## src/rtl/i2c_target_pkg.sv

```systemverilog
// Shared definitions for the accelerometer-emulating I2C target.
// Contents: FSM state enum, register map addresses, sample sign-extension helper.
package i2c_target_pkg;

    localparam int unsigned SAMPLE_W   = 10;
    localparam int unsigned NUM_SHADOW = 6;

    typedef enum logic [3:0] {
        ST_IDLE,
        ST_ADDR,
        ST_ADDR_ACK,
        ST_REG,
        ST_REG_ACK,
        ST_WDATA,
        ST_WDATA_ACK,
        ST_RDATA,
        ST_RDATA_ACK,
        ST_IGNORE
    } state_t;

    localparam logic [7:0] REG_DEVID     = 8'h00;
    localparam logic [7:0] REG_SHADOW_LO = 8'h2C;
    localparam logic [7:0] REG_SHADOW_HI = 8'h31;
    localparam logic [7:0] REG_DATAX0    = 8'h32;
    localparam logic [7:0] REG_DATAX1    = 8'h33;
    localparam logic [7:0] REG_DATAY0    = 8'h34;
    localparam logic [7:0] REG_DATAY1    = 8'h35;
    localparam logic [7:0] REG_DATAZ0    = 8'h36;
    localparam logic [7:0] REG_DATAZ1    = 8'h37;

    // 10-bit two's complement sample widened to the 16-bit register pair.
    function automatic logic [15:0] sext_sample(input logic [SAMPLE_W-1:0] v);
        return {{(16 - SAMPLE_W){v[SAMPLE_W-1]}}, v};
    endfunction

endpackage

```

## src/rtl/i2c_line_filter.sv

```systemverilog
// Conditions one I2C line: 2-flop synchronizer, optional glitch filter, edge detect.
// Optional feature macro: I2C_TARGET_GLITCH_FILTER_EN (FILTER_LEN-sample filter).
// Ports: clk, rst (async, active-high), pin (raw line), level (conditioned value),
//        rise_c / fall_c (one-cycle edge flags on level).
module i2c_line_filter #(
    parameter int unsigned FILTER_LEN = 4
) (
    input  logic clk,
    input  logic rst,
    input  logic pin,
    output logic level,
    output logic rise_c,
    output logic fall_c
);

    if (FILTER_LEN == 0) begin : g_bad_len
        $error("i2c_line_filter: FILTER_LEN must be at least 1");
    end

    logic sync1;
    logic sync2;
    logic prev;

    // Lines idle high, so synchronizer resets to 1 to avoid a false edge.
    always_ff @(posedge clk or posedge rst) begin
        if (rst) begin
            sync1 <= 1'b1;
            sync2 <= 1'b1;
        end else begin
            sync1 <= pin;
            sync2 <= sync1;
        end
    end

`ifdef I2C_TARGET_GLITCH_FILTER_EN
    localparam int unsigned CNT_W = $clog2(FILTER_LEN + 1);

    logic [CNT_W-1:0] cnt;
    logic             filt;

    // Output follows the input only after FILTER_LEN consecutive differing samples.
    always_ff @(posedge clk or posedge rst) begin
        if (rst) begin
            filt <= 1'b1;
            cnt  <= '0;
        end else if (sync2 == filt) begin
            cnt <= '0;
        end else if (cnt == CNT_W'(FILTER_LEN - 1)) begin
            filt <= sync2;
            cnt  <= '0;
        end else begin
            cnt <= cnt + 1'b1;
        end
    end

    assign level = filt;
`else
    assign level = sync2;
`endif

    // Previous conditioned value for edge detection.
    always_ff @(posedge clk or posedge rst) begin
        if (rst) begin
            prev <= 1'b1;
        end else begin
            prev <= level;
        end
    end

    assign rise_c = level & ~prev;
    assign fall_c = ~level & prev;

endmodule

```

## src/rtl/i2c_accel_target.sv

```systemverilog
// I2C target emulating the accelerometer register map (DEVID, shadow regs, X/Y/Z).
// Optional feature macro: I2C_TARGET_GLITCH_FILTER_EN (input glitch filter).
// Ports: CLOCK_50, RESET (async, active-high), I2C_SCL, I2C_SDA_IN, I2C_SDA_OE (1 = pull low),
//        AccelX/Y/Z + DataValid (sample input), RegWrAddr/RegWrData/RegWrStrobe (write
//        forwarding), Busy (addressed transaction in progress).
module i2c_accel_target
    import i2c_target_pkg::*;
#(
    parameter logic [6:0]  DEV_ADDR   = 7'h53,
    parameter logic [7:0]  DEVID_VAL  = 8'hE5,
    parameter int unsigned FILTER_LEN = 4
) (
    input  logic                CLOCK_50,
    input  logic                RESET,
    input  logic                I2C_SCL,
    input  logic                I2C_SDA_IN,
    output logic                I2C_SDA_OE,
    input  logic [SAMPLE_W-1:0] AccelX,
    input  logic [SAMPLE_W-1:0] AccelY,
    input  logic [SAMPLE_W-1:0] AccelZ,
    input  logic                DataValid,
    output logic [7:0]          RegWrAddr,
    output logic [7:0]          RegWrData,
    output logic                RegWrStrobe,
    output logic                Busy
);

    logic scl_level, scl_rise_c, scl_fall_c;
    logic sda_level, sda_rise_c, sda_fall_c;

    i2c_line_filter #(.FILTER_LEN(FILTER_LEN)) u_scl (
        .clk(CLOCK_50), .rst(RESET), .pin(I2C_SCL),
        .level(scl_level), .rise_c(scl_rise_c), .fall_c(scl_fall_c)
    );

    i2c_line_filter #(.FILTER_LEN(FILTER_LEN)) u_sda (
        .clk(CLOCK_50), .rst(RESET), .pin(I2C_SDA_IN),
        .level(sda_level), .rise_c(sda_rise_c), .fall_c(sda_fall_c)
    );

    logic start_c, stop_c;
    assign start_c = sda_fall_c & scl_level;
    assign stop_c  = sda_rise_c & scl_level;

    state_t state, state_d;
    logic [3:0] bit_cnt, bit_cnt_d;
    logic [7:0] rx, rx_d;
    logic [6:0] tx, tx_d;           // bits still to send after the one on the line
    logic [7:0] ptr, ptr_d;
    logic       ack_ok, ack_ok_d;
    logic       oe, oe_d;
    logic       busy, busy_d;
    logic       wr_fire, snap_load;

    logic [SAMPLE_W-1:0] hold_x, hold_y, hold_z;
    logic [SAMPLE_W-1:0] snap_x, snap_y, snap_z;
    logic [7:0]          shadow [NUM_SHADOW];
    logic [7:0]          strobe_q, wr_addr_q, wr_data_q;

    // Byte served for the current pointer, or the next one when an ACK is pending.
    logic [7:0]  rd_addr_c, rd_byte_c;
    logic [15:0] sx_c, sy_c, sz_c;

    assign sx_c = sext_sample(snap_x);
    assign sy_c = sext_sample(snap_y);
    assign sz_c = sext_sample(snap_z);
    assign rd_addr_c = (state == ST_RDATA_ACK) ? ptr + 8'd1 : ptr;

    always_comb begin
        rd_byte_c = 8'h00;
        case (rd_addr_c)
            REG_DEVID:             rd_byte_c = DEVID_VAL;
            REG_SHADOW_LO:         rd_byte_c = shadow[0];
            REG_SHADOW_LO + 8'd1:  rd_byte_c = shadow[1];
            REG_SHADOW_LO + 8'd2:  rd_byte_c = shadow[2];
            REG_SHADOW_LO + 8'd3:  rd_byte_c = shadow[3];
            REG_SHADOW_LO + 8'd4:  rd_byte_c = shadow[4];
            REG_SHADOW_HI:         rd_byte_c = shadow[5];
            REG_DATAX0:            rd_byte_c = sx_c[7:0];
            REG_DATAX1:            rd_byte_c = sx_c[15:8];
            REG_DATAY0:            rd_byte_c = sy_c[7:0];
            REG_DATAY1:            rd_byte_c = sy_c[15:8];
            REG_DATAZ0:            rd_byte_c = sz_c[7:0];
            REG_DATAZ1:            rd_byte_c = sz_c[15:8];
            default:               rd_byte_c = 8'h00;
        endcase
    end

    // Protocol state register.
    always_ff @(posedge CLOCK_50 or posedge RESET) begin
        if (RESET) begin
            state <= ST_IDLE;
        end else begin
            state <= state_d;
        end
    end

    // Next state and bit-level control; bits sampled on SCL rise, SDA driven after SCL fall.
    always_comb begin
        state_d   = state;
        bit_cnt_d = bit_cnt;
        rx_d      = rx;
        tx_d      = tx;
        ptr_d     = ptr;
        ack_ok_d  = ack_ok;
        oe_d      = oe;
        busy_d    = busy;
        wr_fire   = 1'b0;
        snap_load = 1'b0;

        if (stop_c) begin
            state_d = ST_IDLE;
            oe_d    = 1'b0;
            busy_d  = 1'b0;
        end else if (start_c) begin
            state_d   = ST_ADDR;
            bit_cnt_d = 4'd0;
            oe_d      = 1'b0;
        end else begin
            if (scl_rise_c) begin
                if (state inside {ST_ADDR, ST_REG, ST_WDATA}) begin
                    rx_d      = {rx[6:0], sda_level};
                    bit_cnt_d = 4'(bit_cnt + 4'd1);
                end else if (state == ST_RDATA) begin
                    bit_cnt_d = 4'(bit_cnt + 4'd1);
                end else if (state == ST_RDATA_ACK) begin
                    ack_ok_d = ~sda_level;
                end
            end

            if (scl_fall_c) begin
                case (state)
                    ST_ADDR: if (bit_cnt == 4'd8) begin
                        if (rx[7:1] == DEV_ADDR) begin
                            state_d   = ST_ADDR_ACK;
                            oe_d      = 1'b1;
                            busy_d    = 1'b1;
                            snap_load = rx[0];
                        end else begin
                            state_d = ST_IGNORE;
                        end
                    end
                    ST_REG: if (bit_cnt == 4'd8) begin
                        ptr_d   = rx;
                        state_d = ST_REG_ACK;
                        oe_d    = 1'b1;
                    end
                    ST_WDATA: if (bit_cnt == 4'd8) begin
                        state_d = ST_WDATA_ACK;
                        oe_d    = 1'b1;
                        wr_fire = 1'b1;
                        ptr_d   = ptr + 8'd1;
                    end
                    ST_ADDR_ACK: begin
                        bit_cnt_d = 4'd0;
                        if (rx[0]) begin
                            state_d = ST_RDATA;
                            tx_d    = rd_byte_c[6:0];
                            oe_d    = ~rd_byte_c[7];
                        end else begin
                            state_d = ST_REG;
                            oe_d    = 1'b0;
                        end
                    end
                    ST_REG_ACK, ST_WDATA_ACK: begin
                        state_d   = ST_WDATA;
                        bit_cnt_d = 4'd0;
                        oe_d      = 1'b0;
                    end
                    ST_RDATA: begin
                        if (bit_cnt == 4'd8) begin
                            state_d = ST_RDATA_ACK;
                            oe_d    = 1'b0;
                        end else begin
                            oe_d = ~tx[6];
                            tx_d = {tx[5:0], 1'b0};
                        end
                    end
                    ST_RDATA_ACK: begin
                        if (ack_ok) begin
                            state_d   = ST_RDATA;
                            ptr_d     = ptr + 8'd1;
                            tx_d      = rd_byte_c[6:0];
                            oe_d      = ~rd_byte_c[7];
                            bit_cnt_d = 4'd0;
                        end else begin
                            state_d = ST_IGNORE;
                            oe_d    = 1'b0;
                        end
                    end
                    default: ;
                endcase
            end
        end
    end

    // Datapath registers, sample holding/snapshot and write forwarding.
    always_ff @(posedge CLOCK_50 or posedge RESET) begin
        if (RESET) begin
            bit_cnt   <= 4'd0;
            rx        <= 8'h00;
            tx        <= 7'h00;
            ptr       <= 8'h00;
            ack_ok    <= 1'b0;
            oe        <= 1'b0;
            busy      <= 1'b0;
            strobe_q  <= 8'h00;
            wr_addr_q <= 8'h00;
            wr_data_q <= 8'h00;
            hold_x    <= '0;
            hold_y    <= '0;
            hold_z    <= '0;
            snap_x    <= '0;
            snap_y    <= '0;
            snap_z    <= '0;
            for (int i = 0; i < NUM_SHADOW; i++) shadow[i] <= 8'h00;
        end else begin
            bit_cnt  <= bit_cnt_d;
            rx       <= rx_d;
            tx       <= tx_d;
            ptr      <= ptr_d;
            ack_ok   <= ack_ok_d;
            oe       <= oe_d;
            busy     <= busy_d;
            strobe_q <= {7'h00, wr_fire};
            if (wr_fire) begin
                wr_addr_q <= ptr;
                wr_data_q <= rx;
            end
            for (int i = 0; i < NUM_SHADOW; i++) begin
                if (wr_fire && ptr == REG_SHADOW_LO + 8'(i)) shadow[i] <= rx;
            end
            if (DataValid) begin
                hold_x <= AccelX;
                hold_y <= AccelY;
                hold_z <= AccelZ;
            end
            if (snap_load) begin
                snap_x <= hold_x;
                snap_y <= hold_y;
                snap_z <= hold_z;
            end
        end
    end

    assign I2C_SDA_OE  = oe;
    assign Busy        = busy;
    assign RegWrStrobe = strobe_q[0];
    assign RegWrAddr   = wr_addr_q;
    assign RegWrData   = wr_data_q;

endmodule

```

## config.mk

```make
export PLATFORM = sky130hd
export DESIGN_NAME = i2c_accel_target
export DESIGN_NICKNAME = d
export VERILOG_FILES = /design/src/rtl/i2c_target_pkg.sv /design/src/rtl/i2c_line_filter.sv /design/src/rtl/i2c_accel_target.sv
export SDC_FILE = /design/constraint.sdc
export NUM_CORES = 1
export LEC_CHECK = 0
export CORE_UTILIZATION = 30
export DETAILED_ROUTE_END_ITERATION = 12
export GPL_TIMING_DRIVEN = 0
export PLACE_DENSITY = 0.57
export SYNTH_ARGS = -nofsm -noshare
export SYNTH_HDL_FRONTEND = slang
export SYNTH_SLANG_ARGS = --single-unit
```

## constraint.sdc

```tcl
create_clock -name CLOCK_50 -period 5.8 [get_ports CLOCK_50]
set_input_delay 1.74 -clock CLOCK_50 [delete_from_list [all_inputs] [get_ports CLOCK_50]]
set_output_delay 1.74 -clock CLOCK_50 [all_outputs]
set_load 0.02 [all_outputs]
```

# Word-level counts from Yosys, hierarchy flattened
# Cells that the tools add are included.
# op_classes
n_addsub	2
eq_ne	40
muxes	53
n_bitwise	16
reduce_logical	27
# op_table
op	count
== test 8 x 6 -> 1 bit, second input constant	18
one-hot mux 8 bit (13 select lines)	1
two-way mux 4 bit	15
two-way mux 8 bit	4
one-hot mux 4 bit (7 select lines)	1
two-way mux 1 bit	24
one-hot mux 8 bit (3 select lines)	1
two-way mux 7 bit	3
one-hot mux 7 bit (3 select lines)	1
!= test 4 x 3 -> 1 bit, second input constant	5
== test 4 x 3 -> 1 bit, second input constant	4
AND reduction 7 bit	2
AND reduction 6 bit	2
nonzero test 3 bit	4
NOT 1 bit	10
AND reduction 5 bit	2
nonzero test 9 bit	1
adder 8 x 1 -> 8 bit, second input constant	1
== test 4 x 2 -> 1 bit, second input constant	2
== test 4 bit, second input constant	2
logical NOT 8 bit	1
one-hot mux 4 bit (2 select lines)	1
nonzero test 2 bit	4
nonzero test 8 bit	1
13 further kinds	28
# totals
ff_bits	165
inputBits	35
output_inout_bits	19
wordCells	167

# Depth between registers and ports, before layout
# logic_depth
ltp_word	10
ltp_mapped	12
depth_no_buf	9

# Modules after synthesis
# A second synthesis with hierarchy kept.
# unflattened
hier_cells	713
hier_area_um2	8086.5
# modules_own_cells
mod	instances	cells_per_inst	area_each_um2
i2c_accel_target	1	701	7891.3
i2c_line_filter	2	6	97.6

# Least setup slack after synthesis
# No wires, ideal clock.
# synth_path
path_kind	register -> register
from	reg ptr[0]
to	reg tx[1]
t_arrival_ns	2.797
required_time_ns	5.674
path_slack_ns	2.877
path_stages_with_launch	13
cell_sequence	dfrtp_1 -> clkbuf_1 -> clkbuf_1 -> inv_1 -> ha_1 -> nand2b_1 -> mux2i_1 -> clkbuf_1 -> a222oi_1 -> inv_1 -> a221oi_1 -> nand2_1 -> o311a_1
# synth_via
elab_chain_cells	6
elab_cells_between_ends	19
classes_between	1 x add/sub; 12 x eq/ne; 5 x mux; 1 x reduce/logical
# synth_lines
item	line	source
start, declared	i2c_accel_target.sv:49	logic [7:0] ptr, ptr_d;
start signal, assigned	i2c_accel_target.sv:221	ptr <= ptr_d;
adder 8 x 1 -> 8 bit	i2c_accel_target.sv:67	assign rd_addr_c = (state == ST_RDATA_ACK) ? ptr + 8'd1 : ptr;
two-way mux 8 bit (*)	i2c_accel_target.sv:67	
== test 8 x 6 -> 1 bit or logical NOT 8 bit (tied branches)	i2c_accel_target.sv:71	case (rd_addr_c)
one-hot mux 8 bit (13 select lines) (*)	i2c_accel_target.sv:71	
two-way mux 7 bit, on equally long branches	i2c_accel_target.sv:180, i2c_accel_target.sv:156	
one-hot mux 7 bit (3 select lines) (*)	i2c_accel_target.sv:132	case (state)
end signal, assigned	i2c_accel_target.sv:220	tx <= tx_d;
end, declared	i2c_accel_target.sv:48	logic [6:0] tx, tx_d;
# Mark *: on every way between the ends. The rest lies on a longest branch, timed or not. The select of a mux whose other input is x is not followed.
# A chain may end at the register's enable or synchronous reset.

# Worst setup path in the final report
# layout_path
from	reg ptr[0]
to	reg tx[4]
# Same word-level chain as after synthesis.

==> metrics.yaml <==
cts_tree: "yes"
grt_first_pass_wirelength_mm: 34.48
io_buffers: 52
grt_start_max_net_pins: 42
ys.warnings.count: 0
fin_nets: 829
crit_arrival_ps: 4440
diodes: 0
power.internal_uw: 1924
mappedNetlistNets: 754
power.share.combinational_pct: 5.4
end_kind: "register"
cts.clk_slew.worst_paths_ps: 70
start_kind: "register"
avgSynthCellArea_um2: 11.40
p_clk_share_pct: 47.7
synth.distinct_cells: 73
cp_common_cell: "clkbuf_1"
p_per_area_mw_per_mm2: 261.6
avgRoutedWirePerCell_um: 19.14
cts_resized: 0
regArea_mm2: 0.004136
core_mm2: 0.02628
report.power.total_uw: 2557
final_cells: 1136
period_needed_ps: 4068
syn_inst: 713
skew_ps: 13.01
fmax_mhz: 245.8
antenna_left: 0
vias: 6103
power_switching_uw: 633.6
worst_pin_slew_ps: 1006
clk_path_buf_depth: 2
grt-ovfl-total: 0
htreeDepth: 4
crit_path_top_delay_cell: "a211oi_2"
crit_fanout: 10
critPathKind: "reg2reg"
slowest_delay_ps: 570
async_reset_ff_share_pct: 100.0
path_buf_inv: 3
grt_use_met3_pct: 3.303
run_status: "finished with violations"
final-setup-viol-count: 0
drt_pre_antenna_iters: 9
place_congestion: 0.8897
fin_crit_sh_pct: 70.14
drt-total-wl_mm: 21.75
ios: 54
ys_ff_latch: 165
netSwitchingFraction_pct: 24.78
gr-usage-met1_pct: 22.89
synth-main-ff-cell: "dfrtp_1"
layout-drive-gt1-share_pct: 20.60
cts_setup_buffers: 0
worst_hold_path_type: "reg2reg"
drc: 2
violations: "DRC"
final-max-slew-violation-count: 0
yosysSeqAreaShare_pct: 50.91
die_height_um: 166.6
start_util_pct: 30.92
cts_sinks: 165
die_w_um: 166.6
hold_buffers: 0
drv_cap: 0
num-fill-cells: 2575
hold_violations: 0
vdd_drop_max_mv: 0.1536
drt_iter0_drc: 430
clock-root-buffer: "clkbuf_16"
grt_pass1_vias: 5947
holdWs_ps: 358.5
path_cells: "clkbuf_1 -> clkbuf_1 -> inv_1 -> ha_1 -> nand2b_1 -> mux2i_1 -> o31ai_1 -> a211oi_2 -> a2bb2oi_1 -> a41o_1 -> nand3_1"
grt_busiest_layer: "met2"
multiInputGateArea_mm2: 0.003750
grtUsageTotal_pct: 16.08
synth.cell_area_mm2: 0.008125
crit_required_ps: 6170
p_leak_uw: 0.004247
slew_headroom_pct: 32.08
rsz0062_at_grt: "no"
finalSetupTns_ps: 0
hpwl_mm: 15.32
seqPwrFrac_pct: 47.0
insertion_delay_ps: 440
synth-edff-count: 0
met2_usage_pct: 23.89
antenna_found_initial: 0
cts_buffers: 17
die_area_mm2: 0.02775
dp.cells: 1104
syn2layout_area_growth_pct: 20.31
row_count: 59
critical-path-top-delay-family: "compound AO/OA/AOI/OAI gates"
vias_per_cell: 5.372
==> cell usage in the layout, fill, tap and decap left out, types with 10 or more instances in the layout <==
cell / n
inv_1: 12
a22oi_1: 13
o21ai_0: 23
mux2_2: 110
nor2_1: 29
nand3_1: 15
clkdlybuf4s50_1: 52
dfrtp_1: 159
a21oi_1: 29
nand2b_1: 12
mux2_1: 24
nand2_1: 59
o21ai_1: 10
clkbuf_1: 42
clkbuf_16: 17
nor2b_1: 11
==> power groups by stage <==
stage                     registers (uW)  clock network (uW)  logic (uW)
after floorplan                     1220                   0        76.6
after global placement              1220                   0         129
after detailed placement            1220                   0         139
after CTS                           1200                1240         139
after global routing                1200                1290         149
final                               1200                1220         137
==> registers in the layout, indices dropped and copies added (netlist names), 8 cells and up <==
register and cells:
shadow 48, hold_x 10, hold_y 10, hold_z 10
snap_x 10, snap_y 10, snap_z 10, RegWrAddr 8
RegWrData 8, ptr 8, rx 8
==> worst reg2reg max path, cell delays in order (launching register included) <==
cell and delay (ps):
dfrtp_1 460, clkbuf_1 360, clkbuf_1 440, inv_1 240, ha_1 420, nand2b_1 190
mux2i_1 560, o31ai_1 210, a211oi_2 570, a2bb2oi_1 180, a41o_1 290, nand3_1 90
==> layer usage <==
layer  routed length, um  up-vias
li1                    -     2800
met1               10230     3057
met2                9760      220
met3                1309       26
met4                 449        0
met5                   0        -
==> layout make-up <==
class,instances,area share (%)
plain buffers,47,1.907
clock buffers,19,4.633
clock inverters,13,1.779
inverters,14,0.5760
multi-input cells,487,38.36
flip-flops and latches,165,42.31
well taps,335,4.288
repair buffers,56,6.144
==> final timing paths <==
path | start | to | cells after the start | slack (ps)
worst max-delay path | ptr[0] | tx[4] | 11 | 1730
worst max register to register | ptr[0] | tx[4] | 11 | 1730
min in group asynchronous | RESET | snap_y[7] | 2 | 1690
max in group asynchronous | RESET | ptr[5] | 4 | 3270
worst min register to register | u_sda.sync1 | u_sda.level | 0 | 360
worst min-delay path | u_sda.sync1 | u_sda.level | 0 | 360
==> Yosys cell counts (4+ instances only) <==
| master | number | area (um2) |
|---|---|---|
| o22ai_1 | 4 | 25.02 |
| nand2_1 | 59 | 221.5 |
| a21boi_1 | 5 | 37.54 |
| ha_1 | 6 | 75.07 |
| and3_1 | 8 | 50.05 |
| nand3_1 | 15 | 75.07 |
| dfstp_2 | 6 | 157.7 |
| nor2_1 | 29 | 108.9 |
| nor3_1 | 7 | 35.03 |
| a21oi_1 | 29 | 145.1 |
| o21ai_0 | 23 | 115.1 |
| dfrtp_1 | 159 | 3979 |
| a22oi_1 | 13 | 97.59 |
| a221oi_1 | 8 | 70.07 |
| mux2_1 | 24 | 270.3 |
| inv_1 | 13 | 48.80 |
| a32oi_1 | 4 | 35.03 |
| nor2b_1 | 11 | 68.82 |
| nand4_1 | 7 | 43.79 |
| clkbuf_1 | 42 | 157.7 |
| a222oi_1 | 7 | 70.07 |
| a211o_1 | 4 | 35.03 |
| nand2b_1 | 12 | 75.07 |
| o2111ai_1 | 4 | 35.03 |
| mux2_2 | 110 | 1239 |
| mux2i_1 | 9 | 90.09 |
| o21ai_1 | 10 | 50.05 |
| o31ai_1 | 6 | 45.04 |
==> cell families (layout without fill, tap and decap cells) <==
| family | count (synthesis) | in the layout | synth area share [%] |
|---|---|---|---|
| multiplexers | 143 | 143 | 19.68 |
| adder cells (fa/ha/maj) | 6 | 6 | 0.9239 |
| AO/OA/AOI/OAI | 155 | 155 | 13.55 |
| XOR/XNOR | 3 | 3 | 0.3234 |
| flip-flops | 165 | 165 | 50.91 |
| AND/OR/NAND/NOR | 180 | 180 | 11.67 |
| buffers and inverters | 61 | 149 | 2.941 |
==> through the flow <==
step	util (%)	cell area, um2	worst slack (ps)
2_1_floorplan	-	8129	1966
3_3_place_gp	34.51	9069	450.1
3_5_place_dp	34.81	9149	1786
4_1_cts	37.20	9776	1760
5_1_grt	37.20	9776	1527
6_report	37.20	9776	1732
(Power assumes the default switching activity.)
